`config.mk`:
```
export PLATFORM = sky130hd
export DESIGN_NAME = alien_laser_pool
export DESIGN_NICKNAME = d
export VERILOG_FILES = /design/src/rtl/alien_laser_pkg.sv /design/src/rtl/alien_laser_slot.sv /design/src/rtl/alien_laser_pool.sv
export SDC_FILE = /design/constraint.sdc
export NUM_CORES = 1
export LEC_CHECK = 0
export CORE_MARGIN = 5
export CORE_UTILIZATION = 38
export CTS_BUF_LIST = sky130_fd_sc_hd__clkbuf_4 sky130_fd_sc_hd__clkbuf_8
export CTS_CLUSTER_SIZE = 24
export DETAILED_ROUTE_END_ITERATION = 10
export SLEW_MARGIN = 20
export SYNTH_ARGS = -nofsm -noshare
export SYNTH_HDL_FRONTEND = slang
export SYNTH_HIERARCHICAL = 1
export SYNTH_SLANG_ARGS = --single-unit
```
`constraint.sdc`:
```
create_clock -name Clk -period 9.9 [get_ports Clk]
set_input_delay 1.98 -clock Clk [delete_from_list [all_inputs] [get_ports Clk]]
set_output_delay 1.98 -clock Clk [all_outputs]
set_load 0.05 [all_outputs]
```
`src/rtl/alien_laser_pkg.sv`:
```
// Shared types, keycodes and key decode for the alien laser pool.
// Imported by the slot FSM and the pool top.
package alien_laser_pkg;

  typedef enum logic [1:0] {
    IDLE  = 2'd0,
    STEER = 2'd1,
    FALL  = 2'd2
  } slot_state_t;

  localparam logic [7:0] KEY_FIRE = 8'h2C;
  localparam logic [7:0] KEY_POS  = 8'h04;
  localparam logic [7:0] KEY_NEG  = 8'h07;

  function automatic logic key_pressed(
    input logic [47:0] keys,
    input logic [7:0]  code
  );
    logic hit;
    hit = 1'b0;
    for (int i = 0; i < 6; i++) begin
      if (keys[8*i +: 8] == code) hit = 1'b1;
    end
    return hit;
  endfunction

endpackage

```
`src/rtl/alien_laser_slot.sv`:
```
// One projectile: spawn, steer window, fall, retire at bottom,
// hit clear and X saturation.
import alien_laser_pkg::*;

module alien_laser_slot #(
  parameter int STEER_FRAMES = 30,
  parameter int Y_STEP       = 6,
  parameter int X_STEP       = 2,
  parameter int GUN_Y        = 83,
  parameter int Y_MAX        = 462,
  parameter int LASER_H      = 8,
  parameter int X_LIM        = 635,
  parameter int PARK_X       = 0,
  parameter int PARK_Y       = 500
) (
  input  logic       Clk,
  input  logic       Reset,
  input  logic       tick,
  input  logic       freeze,
  input  logic       spawn,
  input  logic [9:0] spawn_x,
  input  logic       hit,
  input  logic       pos,
  input  logic       neg,
  output logic [9:0] x,
  output logic [9:0] y,
  output logic       active,
  output logic       active_nxt
);

  localparam int SW = $clog2(STEER_FRAMES + 1);

  slot_state_t    state_q, state_d;
  logic [9:0]     x_q, x_d;
  logic [9:0]     y_q, y_d;
  logic [SW-1:0]  cnt_q, cnt_d;
  logic           active_q;
  logic           live;
  logic           retire;
  logic signed [10:0] xs;
  logic [9:0]     x_sat;

  assign live   = (state_q != IDLE);
  assign retire = ({1'b0, y_q} + 11'(LASER_H)) >= 11'(Y_MAX);

  // Steering is done in signed 11 bits so a left step below 0 clamps
  always_comb begin
    xs = $signed({1'b0, x_q});
    if (pos && !neg) xs = xs + $signed(11'(X_STEP));
    if (neg && !pos) xs = xs - $signed(11'(X_STEP));
    if (xs < 0)
      x_sat = 10'd0;
    else if (xs > $signed(11'(X_LIM)))
      x_sat = 10'(X_LIM);
    else
      x_sat = xs[9:0];
  end

  always_comb begin
    state_d = state_q;
    x_d     = x_q;
    y_d     = y_q;
    cnt_d   = cnt_q;
    if (!freeze) begin
      if (hit && live) begin
        state_d = IDLE;
        x_d     = 10'(PARK_X);
        y_d     = 10'(PARK_Y);
      end else if (spawn && !live) begin
        state_d = STEER;
        x_d     = spawn_x;
        y_d     = 10'(GUN_Y);
        cnt_d   = '0;
      end else if (tick && live) begin
        if (retire) begin
          state_d = IDLE;
          x_d     = 10'(PARK_X);
          y_d     = 10'(PARK_Y);
        end else begin
          y_d = y_q + 10'(Y_STEP);
          if (state_q == STEER) begin
            x_d   = x_sat;
            cnt_d = cnt_q + SW'(1);
            if (cnt_q == SW'(STEER_FRAMES - 1))
              state_d = FALL;
          end
        end
      end
    end
  end

  always_ff @(posedge Clk) begin
    if (Reset) begin
      state_q  <= IDLE;
      x_q      <= 10'(PARK_X);
      y_q      <= 10'(PARK_Y);
      cnt_q    <= '0;
      active_q <= 1'b0;
    end else begin
      state_q  <= state_d;
      x_q      <= x_d;
      y_q      <= y_d;
      cnt_q    <= cnt_d;
      active_q <= (state_d != IDLE);
    end
  end

  assign x          = x_q;
  assign y          = y_q;
  assign active     = active_q;
  assign active_nxt = (state_d != IDLE);

endmodule

```
`src/rtl/alien_laser_pool.sv`:
```
// Pool of alien projectiles: frame tick, key decode, cooldown, slot
// allocation, gameover latch. ALIEN_LASER_AUTO_FIRE_EN: held key re-fires.
import alien_laser_pkg::*;

module alien_laser_pool #(
  parameter int         NUM_LASERS      = 4,
  parameter int         STEER_FRAMES    = 30,
  parameter int         COOLDOWN_FRAMES = 20,
  parameter int         Y_STEP          = 6,
  parameter int         X_STEP          = 2,
  parameter int         GUN_X_OFF       = 14,
  parameter int         GUN_Y           = 83,
  parameter int         Y_MAX           = 462,
  parameter int         LASER_H         = 8,
  parameter int         LASER_W         = 4,
  parameter int         X_MAX           = 639,
  parameter int         PARK_X          = 0,
  parameter int         PARK_Y          = 500,
  parameter logic [7:0] FIRE_KEY        = KEY_FIRE,
  parameter logic [7:0] POS_KEY         = KEY_POS,
  parameter logic [7:0] NEG_KEY         = KEY_NEG
) (
  input  logic                    Clk,
  input  logic                    Reset,
  input  logic                    frame_clk,
  input  logic                    GG,
  input  logic [47:0]             keys,
  input  logic [9:0]              AlienX,
  input  logic [NUM_LASERS-1:0]   hit,
  output logic [10*NUM_LASERS-1:0] laser_x,
  output logic [10*NUM_LASERS-1:0] laser_y,
  output logic [NUM_LASERS-1:0]   laser_active,
  output logic                    busy_full
);

  localparam int X_LIM = X_MAX - LASER_W;
  localparam int CW    = $clog2(COOLDOWN_FRAMES + 1);

  logic            fc1_q, fc2_q;
  logic            fire_prev_q, fire_prev_d;
  logic [CW-1:0]   cool_q, cool_d, cool_dec;
  logic            gameover_q, gameover_d;
  logic            busy_q, busy_d;
  logic            tick;
  logic            fire_now, pos_now, neg_now, edge_ok;
  logic            accept, taken;
  logic [10:0]     gun_sum;
  logic [9:0]      spawn_x;
  logic [NUM_LASERS-1:0] free, spawn, act_nxt;

  assign tick     = fc1_q & ~fc2_q;
  assign fire_now = key_pressed(keys, FIRE_KEY);
  assign pos_now  = key_pressed(keys, POS_KEY);
  assign neg_now  = key_pressed(keys, NEG_KEY);
  assign free     = ~laser_active;

`ifdef ALIEN_LASER_AUTO_FIRE_EN
  assign edge_ok = 1'b1;
`else
  assign edge_ok = ~fire_prev_q;
`endif

  assign gun_sum = {1'b0, AlienX} + 11'(GUN_X_OFF);
  assign spawn_x = (gun_sum > 11'(X_LIM)) ? 10'(X_LIM) : gun_sum[9:0];

  // Gate on the value cooldown reaches this tick, so re-fire spacing
  // is exactly COOLDOWN_FRAMES ticks
  always_comb begin
    cool_dec = (cool_q != '0) ? cool_q - CW'(1) : '0;
    accept   = tick && fire_now && edge_ok && (cool_dec == '0) &&
               !gameover_q && (|free);
    spawn = '0;
    taken = 1'b0;
    for (int i = 0; i < NUM_LASERS; i++) begin
      if (accept && free[i] && !taken) begin
        spawn[i] = 1'b1;
        taken    = 1'b1;
      end
    end
    cool_d = cool_q;
    if (tick) cool_d = accept ? CW'(COOLDOWN_FRAMES) : cool_dec;
    fire_prev_d = tick ? fire_now : fire_prev_q;
    gameover_d  = gameover_q | GG;
    busy_d      = &act_nxt;
  end

  always_ff @(posedge Clk) begin
    if (Reset) begin
      fc1_q       <= 1'b0;
      fc2_q       <= 1'b0;
      fire_prev_q <= 1'b0;
      cool_q      <= '0;
      gameover_q  <= 1'b0;
      busy_q      <= 1'b0;
    end else begin
      fc1_q       <= frame_clk;
      fc2_q       <= fc1_q;
      fire_prev_q <= fire_prev_d;
      cool_q      <= cool_d;
      gameover_q  <= gameover_d;
      busy_q      <= busy_d;
    end
  end

  assign busy_full = busy_q;

  for (genvar i = 0; i < NUM_LASERS; i++) begin : g_slot
    alien_laser_slot #(
      .STEER_FRAMES (STEER_FRAMES),
      .Y_STEP       (Y_STEP),
      .X_STEP       (X_STEP),
      .GUN_Y        (GUN_Y),
      .Y_MAX        (Y_MAX),
      .LASER_H      (LASER_H),
      .X_LIM        (X_LIM),
      .PARK_X       (PARK_X),
      .PARK_Y       (PARK_Y)
    ) u_slot (
      .Clk        (Clk),
      .Reset      (Reset),
      .tick       (tick),
      .freeze     (gameover_q),
      .spawn      (spawn[i]),
      .spawn_x    (spawn_x),
      .hit        (hit[i]),
      .pos        (pos_now),
      .neg        (neg_now),
      .x          (laser_x[10*i +: 10]),
      .y          (laser_y[10*i +: 10]),
      .active     (laser_active[i]),
      .active_nxt (act_nxt[i])
    );
  end

endmodule

```
; ---- Yosys cells after proc, flatten, opt, wreduce, memory -nomap -nowiden
; Cells that the tools add are included.
[word_totals]
reg_bits = 122
in_bits = 66
output_inout_bits = 85
word_cells = 300
[classes]
add_sub_neg = 22
n_lt_le_gt_ge = 13
n_eq_ne = 30
mux = 123
bitwise = 10
reduce_logical = 76
[op_table]
columns = operator, count
row1 = $mux W10, 45
row2 = $eq A8 B3 Y1 const B, 12
row3 = $mux W5, 18
row4 = $mux W11, 8
row5 = $mux W2, 28
row6 = $add A10 B4 Y11 const B, 5
row7 = $eq A8 B6 Y1 const B, 6
row8 = $add A10 B2 Y11 const B, 4
row9 = $ge A11 B9 Y1 const B, 4
row10 = $gt A11 B11 Y1 const B, 4
row11 = $lt A11 B1 Y1 const B, 4
row12 = $sub A11 B3 Y11 const B, 4
row13 = $add A10 B3 Y10 const B, 4
row14 = $reduce_bool A2 Y1, 16
row15 = $logic_and A1 B1 Y1, 26
row16 = $mux W1, 24
row17 = $add A5 B1 Y5 const B, 4
row18 = $eq A5 B5 Y1 const B, 4
row19 = $reduce_and A5 Y1, 4
row20 = $reduce_bool A4 Y1, 4
row21 = $reduce_and A3 Y1, 4
row22 = $reduce_bool A3 Y1, 4
row23 = $gt A11 B10 Y1 const B, 1
row24 = $logic_not A1 Y1, 10
row25 = 12 further kinds, 27

; ---- Depth between registers and ports, before layout
[logic_depth]
depth_word = 29
depth_mapped = 16
mapped_depth_nobuf = 15

; ---- Modules after synthesis
; The synthesis kept the hierarchy.
[by_module_without_submodules]
columns = mod, instances, cells_per_inst, area_per_inst_um2, seq_area_each_um2
row1 = alien_laser_slot, 4, 271, 2274.7, 560.5
row2 = alien_laser_pool, 1, 160, 1053.5, 200.2

; ---- Least setup slack after synthesis
; Ideal clock, no wire load.
[synth_path]
path_type = input to register
from = input keys[12]
to = register g_slot[0].u_slot.x_q[2]
setup_time_ns = 0.080
arrival_time_ns = 5.317
required_ns = 9.820
setup_slack_ns = 4.504
stages = 16
path_buffers = 1
cell_sequence = or4b_1 -> or3_1 -> nor3_1 -> nor3_1 -> o311ai_0 -> buf_2 -> nor2b_1 -> mux2i_1 -> ha_1 -> nand4bb_1 -> o22ai_1 -> xor2_1 -> nor2_1 -> a21oi_1 -> or4_1 -> a211oi_2
[synth_between]
elab_cells_between_ends = 45
classes_between = add/sub (1) / order compare (2) / eq/ne (3) / mux (25) / reduce/logical (14)
[synth_rtl]
columns = item, line
row1 = start: declaration, alien_laser_pool.sv:27  ; input logic [47:0] keys,
row2 = $eq A8 B3 Y1 *, alien_laser_pkg.sv:22  ; if (keys[8*i +: 8] == code) hit = 1'b1;
row3 = $mux W1 * (5 in series), alien_laser_pkg.sv:22
row4 = named net pos_now, alien_laser_pool.sv:45  ; logic fire_now, pos_now, neg_now, edge_ok;
row5 = $logic_and A1 B1 Y1, alien_laser_slot.sv:49  ; if (pos && !neg) xs = xs + $signed(11'(X_STEP));
row6 = $mux W11, alien_laser_slot.sv:49
row7 = $sub A11 B3 Y11, alien_laser_slot.sv:50  ; if (neg && !pos) xs = xs - $signed(11'(X_STEP));
row8 = $mux W11 *, alien_laser_slot.sv:50
row9 = $gt A11 B11 Y1, alien_laser_slot.sv:53  ; else if (xs > $signed(11'(X_LIM)))
row10 = $mux W10, alien_laser_slot.sv:53
row11 = $mux W10 *, alien_laser_slot.sv:51  ; if (xs < 0)
row12 = $mux W10 *, alien_laser_slot.sv:81  ; if (state_q == STEER) begin
row13 = $mux W10 *, alien_laser_slot.sv:75  ; if (retire) begin
row14 = $mux W10 *, alien_laser_slot.sv:74  ; end else if (tick && live) begin
row15 = $mux W10 *, alien_laser_slot.sv:69  ; end else if (spawn && !live) begin
row16 = $mux W10 *, alien_laser_slot.sv:65  ; if (hit && live) begin
row17 = end signal: assignment, alien_laser_slot.sv:95  ; x_q <= 10'(PARK_X);
row18 = end: declaration, alien_laser_slot.sv:34  ; logic [9:0] x_q, x_d;
; Mark *: on every way through the listed nets, which the timed path passes. The rest lies on a longest branch. The select of a mux whose other input is x is not followed.
; A chain may end at the register's enable or synchronous reset.

; ---- Worst setup path after layout
[layout_path]
from = input keys[12]
to = register g_slot[1].u_slot.x_q[2]
[layout_between]
elab_cells_between_ends = 49
classes_between = add/sub (1) / order compare (2) / eq/ne (3) / mux (26) / reduce/logical (17)
[layout_rtl]
columns = item, line
row1 = $eq A8 B3 Y1 *, alien_laser_pkg.sv:22
row2 = $mux W1 * (5 in series), alien_laser_pkg.sv:22
row3 = named net pos_now, alien_laser_pool.sv:45
row4 = $logic_and A1 B1 Y1, alien_laser_slot.sv:49
row5 = $mux W11, alien_laser_slot.sv:49
row6 = $sub A11 B3 Y11, alien_laser_slot.sv:50
row7 = $mux W11 *, alien_laser_slot.sv:50
row8 = $gt A11 B11 Y1, alien_laser_slot.sv:53
row9 = $mux W10, alien_laser_slot.sv:53
row10 = $mux W10 *, alien_laser_slot.sv:51
row11 = $mux W10 *, alien_laser_slot.sv:81
row12 = $mux W10 *, alien_laser_slot.sv:75
row13 = $mux W10 *, alien_laser_slot.sv:74
row14 = $mux W10 *, alien_laser_slot.sv:69
row15 = $mux W10 *, alien_laser_slot.sv:65
row16 = end signal: assignment, alien_laser_slot.sv:95
row17 = end: declaration, alien_laser_slot.sv:34
; Marks and branches as above.

==> run metrics <==
outcome finished clean; total of max-cap violations 0; drt pass-1 iters 5; NetSw 0.270 mW; Slowest-stage cell, CP or4b_1; setup TNS after final layout 0 ns; number of hold-repair buffers added at the cts stage 0; starting density of the core 38.7%; Setup Crit Path Kind in -> reg; Max Buffers Root-to-Sink 2; Final #Nets 1,439; Final Util 46.0%; first-pass GRT wire length 48,100 um; H-tree levels 4; metal2 WL 13,500 um; worst path buffer plus inverter count 2; crit path time final 5.85 ns; Sw Ratio 25.8%; max incr delay on CP 0.55 ns; uppermost layer routed met5; Required @ worst endpoint 10.27 ns; Top Ports 151; #FFs+latches synth 122; family with the most delay on the worst path simple AND/OR/NAND/NOR gates; Synth cell types 83; Root Buffer clkbuf_8; vias in the first global route 9,392; static leakage 3.99 nW; Tightest Hold Check Type reg -> reg; post-CTS resize count 0; post-route ant nets 0; CP Max Fanout 40; DR WL met3 1610 um; Max Slew Vio Count 0; total routed wirelength 29,300 um; initial antenna violation count 3; layout cells sized above 1 12.4%; Avg WL per Cell 17.4 um; final setup fails 0; cell mode on critical path nor3_1; Relative slew margins 34.9%; CTS tree built; Post-synth ARST share 0%; f_max 0.171 GHz; post-route cell area 12,000 um2; CTS Sinks 122; HPWL Detailed 21,800 um; Row Count 59; Clock Skew 0.0153 ns; Critical Path Start Type input port; non-filler cells, final 1,687; Synth Warn # 6; Syn Nets 1,345; Mean Syn Cell Area 8.16 um2; Initial DRC Count 689; area delta synth->final 18.7%; total track usage 18.9%; Tightest Pin Transition 0.969 ns; Cell Area, Synth 10,200 um2; via count 9,834; Reg clk slew, reported paths 0.07 ns; EDFF count, synth 0; Pint 0.777 mW; sequential fraction of the synthesis area 24.1%; largest net degree at the start of global routing 64; clk_lat worst skew 0.45 ns; Vias/cell 5.83; Post-DP Area 11,700 um2; die area 30,100 um2; Hold Slack 0.479 ns; die height 173 um; Port Buf Inserts 150; worst path arrival time 6.22 ns; placed insts 1,654; top_reg_cell synth dfxtp_1; clock power share 43.4%; Crit. End Element register; Hold Vio Cnt, Final 0; combinational share of power 9.5%; crit-path cells clkdlybuf4s50_1, or4b_1, or3_1, nor3_1, nor3_1, o311ai_2, buf_4, nor2b_1, mux2i_1, ha_1, nand4bb_1, o22ai_1, xor2_1, nor2_1, a21oi_1, or4_1, a211oi_2; clock buffer count from CTS 17; final RePlAce weighted congestion 0.869; final worst path period share 59.1%; setup repair bufs after CTS 0; share of power burned in registers 47.1%; Post-Syn Instances 1,244; Metal-1 WL 13,900 um; core area 26,200 um2; Pwr per Cell Area 86.9 nW/um2; grt ovf 0; Die Wd 173 um; DRC Markers 0; peak supply drop 0.0000764 V; RSZ-0062 raised after global routing no
power by group through the flow:
stage	combinational [mW]	sequential [mW]	clock [mW]
2_1_floorplan	0.0497	0.505	0
3_3_place_gp	0.0979	0.504	0
3_5_place_dp	0.0985	0.504	0
4_1_cts	0.0989	0.493	0.468
5_1_grt	0.107	0.493	0.486
6_report	0.0993	0.493	0.455
kinds of logic after synthesis:
kind of cell             share of synthesized area [%]
buffers and inverters                             6.30
XOR/XNOR                                          6.59
flip-flops                                        24.1
multiplexers                                      1.38
adder cells (fa/ha/maj)                           4.31
AO/OA/AOI/OAI                                     27.9
AND/OR/NAND/NOR                                   29.5
layout by cell type (no fill, tap or decap), types with 15 or more instances in the layout:
| cell type | instances |
|---|---|
| dfxtp_1 | 121 |
| nor2_1 | 130 |
| nor3_1 | 56 |
| clkbuf_8 | 17 |
| o22ai_1 | 19 |
| clkdlybuf4s50_1 | 149 |
| nand4_1 | 24 |
| nor4_1 | 18 |
| nand2b_1 | 18 |
| a211oi_2 | 32 |
| xnor2_1 | 44 |
| xor2_1 | 25 |
| o21ai_0 | 23 |
| a21oi_1 | 70 |
| a211oi_1 | 24 |
| inv_1 | 47 |
| nand3_1 | 31 |
| o21ai_1 | 32 |
| ha_1 | 35 |
| nand2_1 | 84 |
| or3_1 | 15 |
registers in the layout, summed over array words and instances, names as in the netlist:
register               flops
g_slot.u_slot/x           40
g_slot.u_slot/y           40
g_slot.u_slot/cnt_q       20
g_slot.u_slot/state_q      8
cool_q                     5
g_slot.u_slot/active       4
busy_full                  1
fc1_q                      1
fc2_q                      1
fire_prev_q                1
gameover_q                 1
stage by stage:
step	total power [mW]	setup WS, ns
2_1_floorplan	0.555	4.50
3_3_place_gp	0.602	3.71
3_5_place_dp	0.603	3.59
4_1_cts	1.06	4.07
5_1_grt	1.09	3.70
6_report	1.05	4.05
synthesized netlist by cell type (all sizes together), types with 6 or more instances:
library cell,instances,area (um2)
nand3,35,195
buf,43,324
nor4b,6,52.6
dfxtp,122,2440
a2111oi,13,189
or2,6,37.5
o31ai,13,97.6
and3,18,133
a32oi,8,100
a21oi,70,350
a2bb2oi,8,70.1
or3,19,139
nor2,134,513
a211oi,56,581
a22oi,8,60.1
mux2i,9,140
nor4,22,163
nor3b,11,103
a31oi,6,37.5
a221oi,8,120
nand2,84,315
o21ai,64,384
nand3b,14,105
inv,47,176
o22ai,19,119
o21bai,8,60.1
clkbuf,37,139
nor2b,14,87.6
ha,35,438
nand2b,18,113
and2,10,62.6
nand4b,9,139
nand4,28,200
nor3,60,320
a311oi,8,70.1
o21a,13,103
xor2,25,219
o211ai,17,148
xnor2,48,450
final timing paths:
check / endpoint / start / slack [ns] / depth (start not counted)
max: g_slot[1].u_slot/x[2] / keys[12] / 4.05 / 17
min: fc2_q / fc1_q / 0.48 / 1
max reg2reg: g_slot[1].u_slot/x[5] / cool_q[0] / 5.81 / 12
min reg2reg: fc2_q / fc1_q / 0.48 / 1
layer usage:
| metal | GRT usage [%] | up-vias |
|---|---|---|
| met5 | 0 | - |
| met3 | 3.56 | 37 |
| met2 | 31.0 | 266 |
| met1 | 25.2 | 4654 |
| met4 | 5.85 | 2 |
| li1 | - | 4875 |
layout make-up:
class / instances / area [um2]
Antenna cell: 2 / 5.00
Sequential cell: 122 / 2440
Tap cell: 335 / 419
Timing Repair Buffer: 155 / 1540
Clock inverter: 14 / 156
Clock buffer: 17 / 234
Inverter: 47 / 176
Multi-Input combinational cell: 995 / 7080
Fill cell: 2650 / 14200
(Power assumes the default switching activity.)
